### config.mk
export PLATFORM = sky130hd
export DESIGN_NAME = uart_boot_loader
export DESIGN_NICKNAME = d
export VERILOG_FILES = /design/src/rtl/uart_boot_loader.sv
export SDC_FILE = /design/constraint.sdc
export NUM_CORES = 1
export LEC_CHECK = 0
export BUFFER_PORTS_ARGS = -buffer_cell sky130_fd_sc_hd__buf_2
export CAP_MARGIN = 20
export CORE_ASPECT_RATIO = 1.75
export CORE_MARGIN = 4
export CORE_UTILIZATION = 55
export CTS_CLUSTER_DIAMETER = 200
export DETAILED_ROUTE_END_ITERATION = 10
export PLACE_DENSITY_LB_ADDON = 0.2
export SLEW_MARGIN = 15
export SYNTH_ARGS = -nofsm -noshare
export SYNTH_HDL_FRONTEND = slang
export SYNTH_SLANG_ARGS = --single-unit
### constraint.sdc
create_clock -name clk -period 5.4 [get_ports clk]
set_clock_uncertainty 0.15 [all_clocks]
set_input_delay 0.27 -clock clk [delete_from_list [all_inputs] [get_ports clk]]
set_output_delay 0.27 -clock clk [all_outputs]
set_load 0.02 [all_outputs]
### src/rtl/uart_boot_loader.sv
// UART boot loader: receives a framed program image on boot_rx and writes it word-by-word
// to system memory while holding the CPU in reset.
module uart_boot_loader #(
    parameter int         CLKS_PER_BIT = 104,
    parameter int         TIMEOUT_CLKS = 1200000,
    parameter logic [7:0] SYNC_BYTE    = 8'hA5
) (
    input  logic        clk,
    input  logic        rst,
    input  logic        boot_rx,
    input  logic        bus_busy,
    output logic        cpu_hold,
    output logic [31:0] bus_address,
    output logic [31:0] bus_write_data,
    output logic        bus_we,
    output logic        load_done,
    output logic        load_err
);

    localparam int CW = $clog2(CLKS_PER_BIT);
    localparam int TW = $clog2(TIMEOUT_CLKS + 1);
    localparam logic [CW-1:0] BIT_LAST     = CW'(CLKS_PER_BIT - 1);
    localparam logic [CW-1:0] HALF_LAST    = CW'(CLKS_PER_BIT / 2 - 1);
    localparam logic [TW-1:0] TIMEOUT_LAST = TW'(TIMEOUT_CLKS - 1);

    typedef enum logic [1:0] {RX_IDLE, RX_START, RX_BITS, RX_STOP} rx_state_t;
    typedef enum logic [2:0] {WAIT_SYNC, ADDR, COUNT, DATA, WRITE, CHECK, DONE_ST, ERROR} state_t;

    logic          rx_meta, rx_sync, rx_prev;
    rx_state_t     rx_state, rx_state_next;
    logic [CW-1:0] rx_cnt, rx_cnt_next;
    logic [2:0]    bit_idx, bit_idx_next;
    logic [7:0]    rx_shift, rx_shift_next;
    logic          byte_valid, byte_valid_next;
    logic          frame_err, frame_err_next;

    state_t        state, state_next;
    logic [1:0]    byte_idx, byte_idx_next;
    logic [31:0]   word_idx, word_idx_next;
    logic [31:0]   word_count, word_count_next;
    logic [7:0]    checksum, checksum_next;
    logic [TW-1:0] timer, timer_next;
    logic [31:0]   address_next, write_data_next;
    logic          cpu_hold_next, load_err_next;
    logic          timed;

    always_ff @(posedge clk or posedge rst) begin
        if (rst) begin
            rx_meta    <= 1'b1;
            rx_sync    <= 1'b1;
            rx_prev    <= 1'b1;
            rx_state   <= RX_IDLE;
            rx_cnt     <= '0;
            bit_idx    <= '0;
            rx_shift   <= '0;
            byte_valid <= 1'b0;
            frame_err  <= 1'b0;
        end else begin
            rx_meta    <= boot_rx;
            rx_sync    <= rx_meta;
            rx_prev    <= rx_sync;
            rx_state   <= rx_state_next;
            rx_cnt     <= rx_cnt_next;
            bit_idx    <= bit_idx_next;
            rx_shift   <= rx_shift_next;
            byte_valid <= byte_valid_next;
            frame_err  <= frame_err_next;
        end
    end

    // The start bit is re-checked at mid-bit so short glitches never start a byte.
    always_comb begin
        rx_state_next   = rx_state;
        rx_cnt_next     = rx_cnt;
        bit_idx_next    = bit_idx;
        rx_shift_next   = rx_shift;
        byte_valid_next = 1'b0;
        frame_err_next  = 1'b0;
        case (rx_state)
            RX_IDLE: begin
                if (rx_prev && !rx_sync) begin
                    rx_state_next = RX_START;
                    rx_cnt_next   = '0;
                end
            end
            RX_START: begin
                if (rx_cnt == HALF_LAST) begin
                    rx_cnt_next   = '0;
                    bit_idx_next  = '0;
                    rx_state_next = rx_sync ? RX_IDLE : RX_BITS;
                end else begin
                    rx_cnt_next = rx_cnt + CW'(1);
                end
            end
            RX_BITS: begin
                if (rx_cnt == BIT_LAST) begin
                    rx_cnt_next   = '0;
                    rx_shift_next = {rx_sync, rx_shift[7:1]};
                    bit_idx_next  = bit_idx + 3'd1;
                    if (bit_idx == 3'd7) rx_state_next = RX_STOP;
                end else begin
                    rx_cnt_next = rx_cnt + CW'(1);
                end
            end
            RX_STOP: begin
                if (rx_cnt == BIT_LAST) begin
                    rx_state_next   = RX_IDLE;
                    byte_valid_next = rx_sync;
                    frame_err_next  = !rx_sync;
                end else begin
                    rx_cnt_next = rx_cnt + CW'(1);
                end
            end
            default: rx_state_next = RX_IDLE;
        endcase
    end

    assign bus_we    = (state == WRITE);
    assign load_done = (state == DONE_ST);
    assign timed     = (state == ADDR) || (state == COUNT) || (state == DATA) || (state == CHECK);

    always_ff @(posedge clk or posedge rst) begin
        if (rst) begin
            state          <= WAIT_SYNC;
            byte_idx       <= '0;
            word_idx       <= '0;
            word_count     <= '0;
            checksum       <= '0;
            timer          <= '0;
            bus_address    <= '0;
            bus_write_data <= '0;
            cpu_hold       <= 1'b1;
            load_err       <= 1'b0;
        end else begin
            state          <= state_next;
            byte_idx       <= byte_idx_next;
            word_idx       <= word_idx_next;
            word_count     <= word_count_next;
            checksum       <= checksum_next;
            timer          <= timer_next;
            bus_address    <= address_next;
            bus_write_data <= write_data_next;
            cpu_hold       <= cpu_hold_next;
            load_err       <= load_err_next;
        end
    end

    // Multi-byte fields arrive little-endian, so each byte shifts in from the top.
    always_comb begin
        state_next      = state;
        byte_idx_next   = byte_idx;
        word_idx_next   = word_idx;
        word_count_next = word_count;
        checksum_next   = checksum;
        address_next    = bus_address;
        write_data_next = bus_write_data;
        cpu_hold_next   = cpu_hold;
        load_err_next   = load_err;
        timer_next      = '0;
        if (timed && !byte_valid) timer_next = timer + TW'(1);
        case (state)
            WAIT_SYNC: begin
                if (byte_valid && rx_shift == SYNC_BYTE) begin
                    state_next    = ADDR;
                    cpu_hold_next = 1'b1;
                    load_err_next = 1'b0;
                    checksum_next = '0;
                    byte_idx_next = '0;
                    word_idx_next = '0;
                end
            end
            ADDR: begin
                if (byte_valid) begin
                    address_next  = {rx_shift, bus_address[31:8]};
                    byte_idx_next = byte_idx + 2'd1;
                    if (byte_idx == 2'd3) begin
                        address_next[1:0] = 2'b00;
                        state_next        = COUNT;
                    end
                end
            end
            COUNT: begin
                if (byte_valid) begin
                    word_count_next = {rx_shift, word_count[31:8]};
                    byte_idx_next   = byte_idx + 2'd1;
                    if (byte_idx == 2'd3)
                        state_next = (word_count_next != 32'd0) ? DATA : CHECK;
                end
            end
            DATA: begin
                if (byte_valid) begin
                    write_data_next = {rx_shift, bus_write_data[31:8]};
                    checksum_next   = checksum + rx_shift;
                    byte_idx_next   = byte_idx + 2'd1;
                    if (byte_idx == 2'd3) state_next = WRITE;
                end
            end
            WRITE: begin
                if (byte_valid || frame_err) begin
                    state_next    = ERROR;
                    load_err_next = 1'b1;
                end else if (!bus_busy) begin
                    address_next  = bus_address + 32'd4;
                    word_idx_next = word_idx + 32'd1;
                    state_next    = (word_idx_next == word_count) ? CHECK : DATA;
                end
            end
            CHECK: begin
                if (byte_valid) begin
                    if (rx_shift == checksum) begin
                        state_next    = DONE_ST;
                        cpu_hold_next = 1'b0;
                    end else begin
                        state_next    = ERROR;
                        load_err_next = 1'b1;
                    end
                end
            end
            DONE_ST: state_next = WAIT_SYNC;
            ERROR:   state_next = WAIT_SYNC;
            default: state_next = WAIT_SYNC;
        endcase
        // Framing errors and inter-byte silence abort any in-progress frame.
        if (timed && (frame_err || (!byte_valid && timer == TIMEOUT_LAST))) begin
            state_next    = ERROR;
            load_err_next = 1'b1;
        end
    end

endmodule
-- Yosys cells after proc, flatten, opt, wreduce, memory -nomap -nowiden
Cells that the tools add are included.
- muxes and demuxes: 60
- reductions and logical operators: 37
- divide/modulo/power cells: 0
- add/sub/neg operators: 7
- bitwise operators: 0
- shift operators: 0
- multipliers: 0
- equality and inequality tests: 43
- order comparisons: 0
- operator list (kind ; count):
    $mux 32 ; 6
    $pmux 32 s2 ; 2
    $mux 3 ; 15
    $add 32x1->32 const B ; 1
    $add 32x3->32 const B ; 1
    $eq 32x32->1 ; 1
    $reduce_bool 32->1 ; 1
    $mux 7 ; 4
    $pmux 7 s4 ; 1
    $ne 2x2->1 const B ; 12
    $add 21x1->21 const B ; 1
    $eq 21x21->1 const B ; 1
    $mux 21 ; 1
    $pmux 3 s7 ; 1
    $mux 2 ; 9
    $mux 8 ; 2
    $pmux 8 s2 ; 1
    $eq 3x3->1 const B ; 5
    $ne 3x2->1 const B ; 5
    $mux 1 ; 13
    $ne 3x1->1 const B ; 4
    $reduce_and 4->1 ; 3
    $reduce_bool 2->1 ; 6
    $reduce_and 5->1 ; 2
    31 further kinds ; 49
- logic and storage cells: 166
- ROM bits: 0
- output and inout bits: 68
- input port bits: 4
- memory bits (writable): 0
- memories: 0
- register bits after elaboration: 189
- latch bits: 0

-- Depth between registers and ports, before layout
Gate-level depths: netlist of run 1.
- word-level depth: 7
- gate-level depth with buffers: 11
- gate-level depth less buffers: 9

-- Worst setup path after synthesis of run 1
No wires, ideal clock.
- kind: register to register
- from: reg word_idx[7]
- to: reg state[1]
- required time: 5.126 ns
- path buffers: 1
- stages on the path, launching flop included: 10
- slack: 2.638 ns
- arrival time: 2.487 ns
- library setup time: 0.124 ns
- clock period less this slack: 2.762 ns
- cell sequence: dfrtp_1 buf_2 nand4_4 or3_4 or3_1 xnor2_1 a221o_1 a2111oi_4 a311oi_1 or2_1
- cells in the longest elaborated chain, start to end: 7
- RTL lines (item ; line ; source):
    start, declared ; 39 ; logic [31:0] word_idx, word_idx_next;
    start signal, assigned ; 137 ; word_idx <= word_idx_next;
    $add 32x1->32 ; 204 ; word_idx_next = word_idx + 32'd1;
    $eq 32x32->1 ; 205 ; state_next = (word_idx_next == word_count) ? CHECK : DATA;
    $mux 3 ; 205 ;
    $mux 3 ; 202 ; end else if (!bus_busy) begin
    $mux 3 ; 199 ; if (byte_valid || frame_err) begin
    $pmux 3 s7 ; 161 ; case (state)
    $mux 3 ; 224 ; if (timed && (frame_err || (!byte_valid && timer == TIMEOUT_LAST))) begin
    end signal, assigned ; 135 ; state <= state_next;
    end, declared ; 37 ; state_t state, state_next;
No other way between the ends. The select of a mux whose other input is x is not followed.
A chain may end at the register's enable or synchronous reset.

-- Worst setup path in the final report of run 1
- from: reg state[0]
- to: reg state[1]
- cells in the longest elaborated chain, start to end: 7
- elaborated cells on any way between the ends: 25
- classes of those cells: 16 x eq/ne; 2 x mux; 7 x reduce/logical
- RTL lines (item ; line ; source):
    $eq 3x1->1 / $eq 3x2->1 (equally long branches) ; 120, 161 ;
    $logic_or 1x1->1 (3 in series) ; 120 ; assign timed = (state == ADDR) || (state == COUNT) || (state == DATA) || (state == CHECK);
    $logic_and 1x1->1 ; 224 ;
    $ne 4x2->1 (no source line), or another cell as far along ; n/a ;
    $reduce_and 9->1 (no source line) ; n/a ;
Several ways; a longest one is shown, not always the timed one.

==> summary.md, run 1 <==
| Metric | Value |
|---|---|
| Core Area | 0.01850 mm^2 |
| Synth top area share | 0.4496 |
| Worst EP required | approximately 5.6 ns |
| DR iter-0 viols | 679 |
| Die area | 0.02106 mm^2 |
| Worst Setup SP | state[0]$_DFFE_PP0P_ |
| Arr. time, crit path | 3.82 ns |
| Via count | 8601 |
| CP endpoint | state[1]$_DFFE_PP0P_ |
| Hold Vio Cnt, Final | 0 |
| R2R cell count | 8 |
| Post-route ant nets | 0 |
| Layout Utilization | 0.6164 |
| Leakage | just over 5 nW |
| Worst VDD drop | between 0.2 and 0.25 mV |
| Postcts setup bufs | 0 |
| Clock sink count | between 150 and 200 |
| Port buffer count | about 70 |
| Rel. slew slack | 0.2758 |
| Row count | 66 |
| GRT overflow | 0 |
| Setup slack, reg-to-reg | 1.81 ns |
| Max Slew Vio Count | 0 |
| Post-synth EDFFs | 0 |
| Yosys warning count | 0 |
| CTS hold repair buffers | 2 |
| Pre-antenna DRT Iters | 5 |
| Vias per cell | a little over 6 |
| Root Buffer | clkbuf_16 |
| Status | complete, no violations |
| Mapped Cells | about 1100 |
| Most frequent cell after synthesis | dfrtp_1 |
| Effective utilization at floorplan | 0.5567 |
| Maximum clock path buffer count | 2 |
| TNS Setup | 0 ns |
| Post-synthesis net count | about 1200 |
| CP Launch Type | flop |
| Ratio of cells with drive above 1 in the final layout | 0.1501 |
| GPL Wtd Cong | roughly 0.93 |
| Synthesized area | slightly above 0.01 mm^2 |
| N_diodes | 0 |
| Die height | roughly 190 um |
| Achievable Freq | between 0.2 and 0.3 GHz |
| Drt wl/cell | approximately 18 um |
| Seq/Total Area, Yosys | 0.4598 |
| Total GRT Usage | 0.2534 |
| Critical Path Sink Type | flop |
| Worst Hold Class | reg -> reg |
| Vias in the first global route | between 8000 and 9000 |
| Yosys reg bits | roughly 190 |
| Die W | 111.4 um |
| Post-synth cell types | 73 |
| Tmin final | roughly 3.6 ns |
| Post-synth top flop | dfrtp_1 |
| Number of CTS-inserted buffers | 17 |
| Clk_lat worst skew | approximately 0.44 ns |
| Ys async rst share | 1.000 |
| Reg-to-Reg End | state[1]$_DFFE_PP0P_ |
| Final setup vio count | 0 |
| Slew of the pin with the lowest slew margin | between 1 and 1.5 ns |
| First-pass GRT wire length | 43330 um |
| Drc violations | 0 |
| Top-level I/O count | 72 |
| H-tree levels | 4 |
| Unrepaired setup endpoints after global routing | false |
| Critical R2R Launch | state[0]$_DFFE_PP0P_ |
| P&R area growth vs syn | 10.73% |
| Clk slew on worst S/H paths | around 0.070 ns |
| CP Max Fanout | 53 |
| PD cells | 266.6 mW/mm^2 |
| Synth top area cells | dfrtp_1 (45%), nand2_1 (6.5%), mux2_2 (4.6%) |
| Initial antenna violation count | 0 |
| Pin count of the biggest net entering global routing | 126 |
| Cell taking the most area after synthesis | dfrtp_1 |
| DP HPWL | roughly 18000 um |
| Setup CP Type | reg -> reg |
| Max-Cap Viols | 0 |
| Post-route clock period utilization | 0.6645 |
| Synth Area per Inst | 9.049 um^2 |
| Final nets | ~1200 |
| CTS tree | built |
| Most frequent cells after synthesis | dfrtp_1 (185), nand2_1 (179), nor2_1 (96) |
| Post_cts resized | 0 |
| Final WL | 26190 um |
stage by stage:
| stage | power, mW | hold WS (ns) | worst slack [ns] | std cells | area, um^2 |
|---|---|---|---|---|---|
| 2_1_floorplan | 1.685 | 0.1245 | 2.549 | 1138 | 10300 |
| 3_5_place_dp | 1.743 | 0.1968 | 1.892 | 1392 | 10770 |
| 5_1_grt | 3.157 | 0.2154 | 1.475 | 1424 | 11400 |
| 6_report | 3.039 | 0.2067 | 1.812 | 1424 | 11400 |
| 4_1_cts | 3.065 | 0.2071 | 1.863 | 1424 | 11400 |
| 3_3_place_gp | 1.735 | 0.1961 | 1.992 | 1392 | 10770 |
power by group:
group	internal [mW]	total [mW]	leakage [nW]	switching (mW)
Sequential	1.46	1.53	2.52	0.0660
Combinational	0.0800	0.192	2.29	0.112
Clock	0.756	1.32	0.293	0.566
Total	2.30	3.04	5.10	0.744
registers in the layout, indices dropped and copies added, names as in the netlist, named ones only:
| signal | flops |
|---|---|
| bus_address | 32 |
| bus_write_data | 32 |
| word_count | 32 |
| word_idx | 32 |
| timer | 21 |
| checksum | 8 |
| rx_shift | 8 |
| rx_cnt | 7 |
| bit_idx | 3 |
| state | 3 |
| byte_idx | 2 |
| byte_valid | 1 |
| cpu_hold | 1 |
| frame_err | 1 |
| load_err | 1 |
| rx_meta | 1 |
| rx_prev | 1 |
| rx_state | 1 |
| rx_sync | 1 |
how the worst min path moves through the flow:
| stage | start | end | slack (ns) | depth (start not counted) |
|---|---|---|---|---|
| 2_1_floorplan | boot_rx | rx_meta$_DFF_PP1_ | 0.12 | 0 |
| 3_3_place_gp | rx_meta$_DFF_PP1_ | rx_sync$_DFF_PP1_ | 0.20 | 0 |
| 3_5_place_dp | rx_meta$_DFF_PP1_ | rx_sync$_DFF_PP1_ | 0.20 | 0 |
| 4_1_cts | rx_meta$_DFF_PP1_ | rx_sync$_DFF_PP1_ | 0.21 | 0 |
| 5_1_grt | rx_meta$_DFF_PP1_ | rx_sync$_DFF_PP1_ | 0.22 | 0 |
| 6_report | rx_meta$_DFF_PP1_ | rx_sync$_DFF_PP1_ | 0.21 | 0 |
cell families after synthesis:
group,count (synthesis),share of synthesized area
fa+ha+maj,16,0.01993
flops,189,0.4598
buf+inv,85,0.03378
simple gates,463,0.2185
xor+xnor,70,0.06100
mux,46,0.04994
compound gates,269,0.1571
layout make-up:
type / instances / area (um^2)
fillers: 1658 / 7096
multi-input cells: 864 / 5221
flip-flops and latches: 189 / 4735
repair buffers: 82 / 455.4
clock buffers: 19 / 452.9
well taps: 238 / 297.8
clock inverters: 11 / 157.7
inverters: 21 / 82.58
layer usage:
metal  share of wire  up-vias  global-route usage
met2            0.53      236              0.4444
met3           0.036       72             0.03486
li1                -     4116                   -
met4           0.047        0              0.1438
met1            0.39     4177              0.2961
met5               0        -                   0
cell usage in the layout (no fill, tap or decap), types with 4 or more instances in the layout:
cell         n
o21ai_0     89
nor4_1      15
nor2b_1      7
o41ai_1      5
o22a_1       4
a21o_1       4
buf_2       71
nand4_1     18
and3_1      18
inv_1       19
a21oi_1     78
and2_1       8
dfstp_2      4
and4_1       6
dfrtp_1    185
clkbuf_16   17
or3_1        8
xnor2_1     41
o21bai_1     4
nor2_1      96
inv_6        4
a31oi_1     17
buf_4        8
o22ai_1     18
or2_2        4
nand2b_1     7
mux2_2      42
o31ai_1     18
nor3_1      16
a22o_1       6
nand2_1    179
nand3_1     51
ha_1        14
xor2_1      28
nor4_2       5
worst max-delay path, cell delays in order (launching register included):
cell	delay [ns]
dfrtp_1	0.60
nor2_1	0.18
nand2_1	0.65
inv_2	0.55
a31o_2	0.40
a31oi_1	0.36
o21ai_0	0.22
a311oi_1	0.28
or2_1	0.14
No activity file was read; power rests on OpenSTA's default activity.
==> run 2, diff against run 1 <==
- ABC_AREA: default -> 1
- clock period: 5.4 -> 3.2 ns (I/O delays scaled with it)
==> summary.md, run 2 <==
| Metric | Value |
|---|---|
| Top-level I/O count | just over 70 |
| Unrepaired setup endpoints after global routing | false |
| Synth Area in Adders | 0.01828 |
| Critical Path Sink Type | flop |
| P_sw | approximately 1.2 mW |
| Core Area | between 0.015 and 0.02 mm^2 |
| Initial antenna violation count | 0 |
| Worst setup margin | 0.3861 ns |
| Total GRT Usage | 0.2783 |
| Post-synth top flop | dfrtp_1 |
| Seq/Total Area, Yosys | 0.4435 |
| Status | complete, no violations |
| Rel. slew slack | 0.5168 |
| Post-synth cell types | 57 |
| Switching part of the total | 0.2355 |
| Clk pwr share | 0.459 |
| Setup WS pre-CTS | 0.4333 ns |
| Final WL | 29080 um |
| Placed inst area | 0.01129 mm^2 |
| Synth Area per Inst | about 7.5 um^2 |
| Design area | around 0.012 mm^2 |
| Post-synth EDFFs | 0 |
| Fillers | around 1800 |
| Die W | about 110 um |
| P&R area growth vs syn | 12.00% |
| Drt wl/cell | between 15 and 20 um |
| Commonest non-fill, non-tap cell in the layout | nand2_1 |
| Layout Utilization | 0.6256 |
| CP Launch Type | flop |
| Combinational power share | 0.053 |
| Effective utilization at floorplan | 0.5585 |
| Setup CP Type | reg -> reg |
| Post-synthesis net count | between 1000 and 1500 |
| Port buffer count | about 70 |
| Post_cts resized | 0 |
| First-pass GRT wire length | approximately 48000 um |
| Clock sink count | about 190 |
| Synthesized area | roughly 0.011 mm^2 |
| Clk_lat worst skew | between 0.4 and 0.5 ns |
| Postcts setup bufs | 0 |
| Ratio of cells with drive above 1 in the final layout | 0.1152 |
| DP HPWL | roughly 22000 um |
| TNS Setup | 0 ns |
| Worst VDD drop | ~0.66 mV |
| CTS tree | built |
| Synth top area cells | dfrtp_1 (43%), nand2_1 (14%), inv_1 (6.4%) |
| Flip-flop and latch area | roughly 0.0047 mm^2 |
| Die area | between 0.02 and 0.025 mm^2 |
| Maximum clock path buffer count | 2 |
| Post-route ant nets | 0 |
| PD cells | ~420 mW/mm^2 |
| Via count | 9813 |
| Yosys warning count | 0 |
| Most frequent cell after synthesis | nand2_1 |
| DR iter-0 viols | 582 |
| Combined area of the multi-input logic cells | just over 0.005 mm^2 |
| Max-Cap Viols | 0 |
| Most frequent cells in the layout | nand2_1 (401), dfrtp_1 (185), inv_1 (182), nor2_1 (128), o21ai_0 (112) |
| Drc violations | 0 |
| H-tree levels | 4 |
| Vias per cell | 5.601 |
| Final setup vio count | 0 |
| Achievable Freq | 0.3554 GHz |
| Final non-filler cell total | between 1500 and 2000 |
| Hold Vio Cnt, Final | 0 |
| Slew of the pin with the lowest slew margin | a little over 0.7 ns |
| Synth top area share | 0.4337 |
| Compound-Gate Fraction of Synth Area | 0.1367 |
| N_diodes | 0 |
| Sequential power share | 0.488 |
| Clk slew on worst S/H paths | ~0.07 ns |
| Final nets | between 1500 and 2000 |
| Post-route clock period utilization | 0.8793 |
| Yosys reg bits | between 150 and 200 |
| Die height | a little under 200 um |
| CP Max Fanout | 8 |
| Vias in the first global route | slightly below 10000 |
| Most frequent cells after synthesis | nand2_1 (401), dfrtp_1 (185), inv_1 (183) |
| Multiplexer share of the synthesized area | 0 |
| Row count | 67 |
| Root Buffer | clkbuf_16 |
| Worst Hold Class | in -> async |
| Internal cell power | between 3 and 4 mW |
| Max Slew Vio Count | 0 |
| Leakage | ~6 nW |
| Worst EP required | about 3.4 ns |
| Pin count of the biggest net entering global routing | approximately 110 |
| Pre-antenna DRT Iters | 5 |
| Arr. time, crit path | approximately 3 ns |
| Largest family of logic cells by synthesized area | simple AND/OR/NAND/NOR gates |
| GRT overflow | 0 |
| GPL Wtd Cong | approximately 0.94 |
| Cell taking the most area after synthesis | dfrtp_1 |
| Post-Synth XOR/XNOR Area | 0.01195 |
| Ys async rst share | 1.000 |
| Simple-gate portion of the synthesized area | 0.3073 |
| Mapped Cells | around 1400 |
| Tmin final | between 2 and 3 ns |
| Number of CTS-inserted buffers | 17 |
| DP Cell Count | between 1500 and 2000 |
run 2: critical path: stages (launching register included):
cell	delay, ns
dfrtp_1	0.51
nand2_2	0.11
nor2_4	0.26
nand2_2	0.14
nor2_2	0.20
nand2_1	0.09
nand2_1	0.09
nand2_1	0.05
nand2_1	0.15
nand2_1	0.07
nor2_1	0.26
nand2_1	0.12
nor2_2	0.17
nand3_1	0.09
nand2_1	0.07
nand3_1	0.07
nand2_1	0.07
inv_1	0.03
run 2: per-layer routing:
metal / track usage / vias up / routed length [um]
met5: 0 / - / 0
met4: 0.1596 / 0 / 1570
met1: 0.3049 / 4645 / 10750
li1: - / 4806 / -
met3: 0.03577 / 89 / 975
met2: 0.5103 / 273 / 15780
run 2: cell families after synthesis:
logic type,after synthesis
AOI/OAI and AO/OA,253
DFF,189
buffers and inverters,226
and+or+nand+nor,733
adders and majority gates,15
xor gates and xnor gates,13
run 2: area by class of cell:
class / instances / area share
Timing Repair Buffer: 87 / 0.04144
Clock inverter: 12 / 0.01528
Clock buffer: 19 / 0.03788
Tap cell: 241 / 0.02522
Inverter: 190 / 0.06017
Multi-Input combinational cell: 1014 / 0.4240
Sequential cell: 189 / 0.3960
run 2: metrics by stage:
stage | hold WS, ns | power [mW]
6_report | 0.05094 | 5.057
5_1_grt | 0.07298 | 5.225
3_3_place_gp | -0.03601 | 2.772
3_5_place_dp | -0.03905 | 2.784
2_1_floorplan | 0.01448 | 2.713
4_1_cts | 0.04470 | 5.087
run 2: power by group through the flow:
stage                     sequential (mW)  combinational (mW)  clock (mW)
after detailed placement             2.51               0.272           0
after global routing                 2.47               0.317        2.44
after floorplan                      2.50               0.218           0
after CTS                            2.47               0.275        2.35
after global placement               2.51               0.261           0
final                                2.47               0.270        2.32
run 2: final timing paths:
| path | to | slack, ns | cells past startpoint | start |
|---|---|---|---|---|
| worst max-delay path | state[1]$_DFFE_PP0P_ | 0.39 | 17 | word_idx[0]$_DFFE_PP0P_ |
| worst min-delay path | word_count[7]$_DFFE_PP0P_ | 0.05 | 3 | rst |
| worst max register to register | state[1]$_DFFE_PP0P_ | 0.39 | 17 | word_idx[0]$_DFFE_PP0P_ |
| worst min register to register | rx_sync$_DFF_PP1_ | 0.21 | 0 | rx_meta$_DFF_PP1_ |
| max in group asynchronous | timer[2]$_DFF_PP0_ | 1.96 | 4 | rst |
| min in group clk | rx_sync$_DFF_PP1_ | 0.21 | 0 | rx_meta$_DFF_PP1_ |
run 2: timing repair:
item / in CTS / in global routing
hold endpoints to repair: 189 / 0
setup endpoints to repair: 0 / 0
hold buffers: 3 / 0
==> run 3, diff against run 2 <==
- CORE_UTILIZATION: 55 -> 47
- CTS_CLUSTER_SIZE: default -> 8
==> summary.md, run 3 (same netlist as run 2, synthesis figures left out) <==
| Metric | Value |
|---|---|
| Die height | 207.4 um |
| Ratio of cells with drive above 1 in the final layout | 0.1162 |
| First-pass GRT wire length | roughly 47000 um |
| Hold Vio Cnt, Final | 0 |
| Post-route ant nets | 0 |
| Achievable Freq | 0.3658 GHz |
| Core Area | 0.02225 mm^2 |
| P&R area growth vs syn | 12.73% |
| Final nets | about 1500 |
| Pre-antenna DRT Iters | 7 |
| DP HPWL | about 22000 um |
| N_diodes | 0 |
| DR iter-0 viols | ~480 |
| Row count | 72 |
| GRT overflow | 0 |
| GPL Wtd Cong | approximately 0.9 |
| Layout Utilization | 0.5408 |
| Drc violations | 0 |
| Top-level I/O count | 72 |
| Die area | 0.02528 mm^2 |
| Worst Hold Class | reg -> reg |
| Port buffer count | 71 |
| Maximum clock path buffer count | 2 |
| Drt wl/cell | ~16 um |
| Clock sink count | ~190 |
| Worst setup margin | ~0.47 ns |
| Max-Cap Viols | 0 |
| CP Launch Type | flop |
| Leakage | between 6 and 7 nW |
| Die W | ~120 um |
| Worst VDD drop | roughly 0.49 mV |
| Post-route clock period utilization | 0.8544 |
| Arr. time, crit path | 2.93 ns |
| Effective utilization at floorplan | 0.4798 |
| Critical Path Sink Type | flop |
| Final setup vio count | 0 |
| Tmin final | 2.734 ns |
| Max Slew Vio Count | 0 |
| Most frequent cells in the layout | nand2_1 (401), dfrtp_1 (185), inv_1 (182), nor2_1 (128), o21ai_0 (112) |
| H-tree levels | 4 |
| Vias in the first global route | about 9300 |
| Commonest non-fill, non-tap cell in the layout | nand2_1 |
| Pin count of the biggest net entering global routing | 92 |
| Via count | approximately 9600 |
| Setup CP Type | reg -> reg |
| PD cells | around 420 mW/mm^2 |
| Vias per cell | 5.293 |
| CP Max Fanout | 7 |
| Post_cts resized | 0 |
| Status | complete, no violations |
| Initial antenna violation count | 0 |
| Setup WS pre-CTS | roughly 0.45 ns |
| TNS Setup | 0 ns |
| Slew of the pin with the lowest slew margin | ~0.70 ns |
| Unrepaired setup endpoints after global routing | false |
| CTS tree | built |
| Worst EP required | 3.39 ns |
| Final WL | approximately 29000 um |
| Number of CTS-inserted buffers | 17 |
| Root Buffer | clkbuf_16 |
| Rel. slew slack | 0.5307 |
| Final Power | ~5.0 mW |
| Clk slew on worst S/H paths | approximately 0.07 ns |
| Clk_lat worst skew | 0.45 ns |
| Total GRT Usage | 0.2352 |
## run 3: cell types whose count changed in the layout (fill, tap and decap cells not counted), sizes merged
cell / previous run / this run
inv: 192 / 190
clkinv: 2 / 4
buf: 84 / 86
clkinvlp: 4 / 5
## run 3: repair_timing
action,4_1_cts,5_1_grt
hold endpoints to repair,31,0
hold buffers,3,0
setup buffers,0,0
## run 3: layer usage
layer  up-vias  GRT usage  routed length, um  part of all wire
met5         -          0                  0                 0
li1       4812          -                  -                 -
met2       217     0.4236              15480              0.54
met4         0     0.1219               1490             0.052
met3        70    0.04716               1080             0.037
met1      4482     0.2553              10830              0.38
## run 3: path summary, 6_finish.rpt
path / start / endpoint / slack (ns) / cells after the start
worst min register to register: rx_meta$_DFF_PP1_ / rx_sync$_DFF_PP1_ / 0.21 / 0
worst min-delay path: rx_meta$_DFF_PP1_ / rx_sync$_DFF_PP1_ / 0.21 / 0
min in group asynchronous: rst / bus_write_data[2]$_DFFE_PP0P_ / 0.22 / 3
worst max register to register: word_idx[0]$_DFFE_PP0P_ / state[1]$_DFFE_PP0P_ / 0.47 / 18
max in group asynchronous: rst / rx_meta$_DFF_PP1_ / 1.75 / 4
worst max-delay path: word_idx[0]$_DFFE_PP0P_ / state[1]$_DFFE_PP0P_ / 0.47 / 18
## run 3: stage by stage
step                      std cells  hold WS, ns  instance area, um^2
final                          1810       0.2077                12030
after global routing           1810       0.2012                12030
after CTS                      1810       0.1859                12030
after detailed placement       1775       0.1188                11370
after global placement         1775       0.1166                11370
after floorplan                1429      0.01448                10680
## run 3: cell type report
class / count / area, um^2
flip-flops and latches: 189 / 4735
fillers: 2196 / 10220
well taps: 296 / 370.4
inverters: 190 / 719.4
clock inverters: 13 / 186.4
clock buffers: 19 / 442.9
repair buffers: 89 / 510.5
multi-input cells: 1014 / 5070
## run 3: power by group
| group | internal (mW) | total (mW) | switching [mW] |
|---|---|---|---|
| registers | 2.42 | 2.47 | 0.0441 |
| clock network | 1.33 | 2.28 | 0.945 |
| logic | 0.0876 | 0.268 | 0.181 |
| total | 3.84 | 5.01 | 1.17 |
## run 3: critical path, cell delays in order, from the launching register on
cell	delay (ns)
dfrtp_1	0.47
ha_1	0.24
nand2_2	0.12
nor2_8	0.20
nand2_4	0.10
nor2_1	0.19
nand2_1	0.10
nand2_1	0.10
nand2_1	0.05
nand2_1	0.05
nand2_1	0.06
nor2_1	0.23
nand2_1	0.12
nor2_2	0.11
nand3_1	0.07
nand2_1	0.07
nand3_1	0.07
nand2_1	0.08
inv_1	0.04
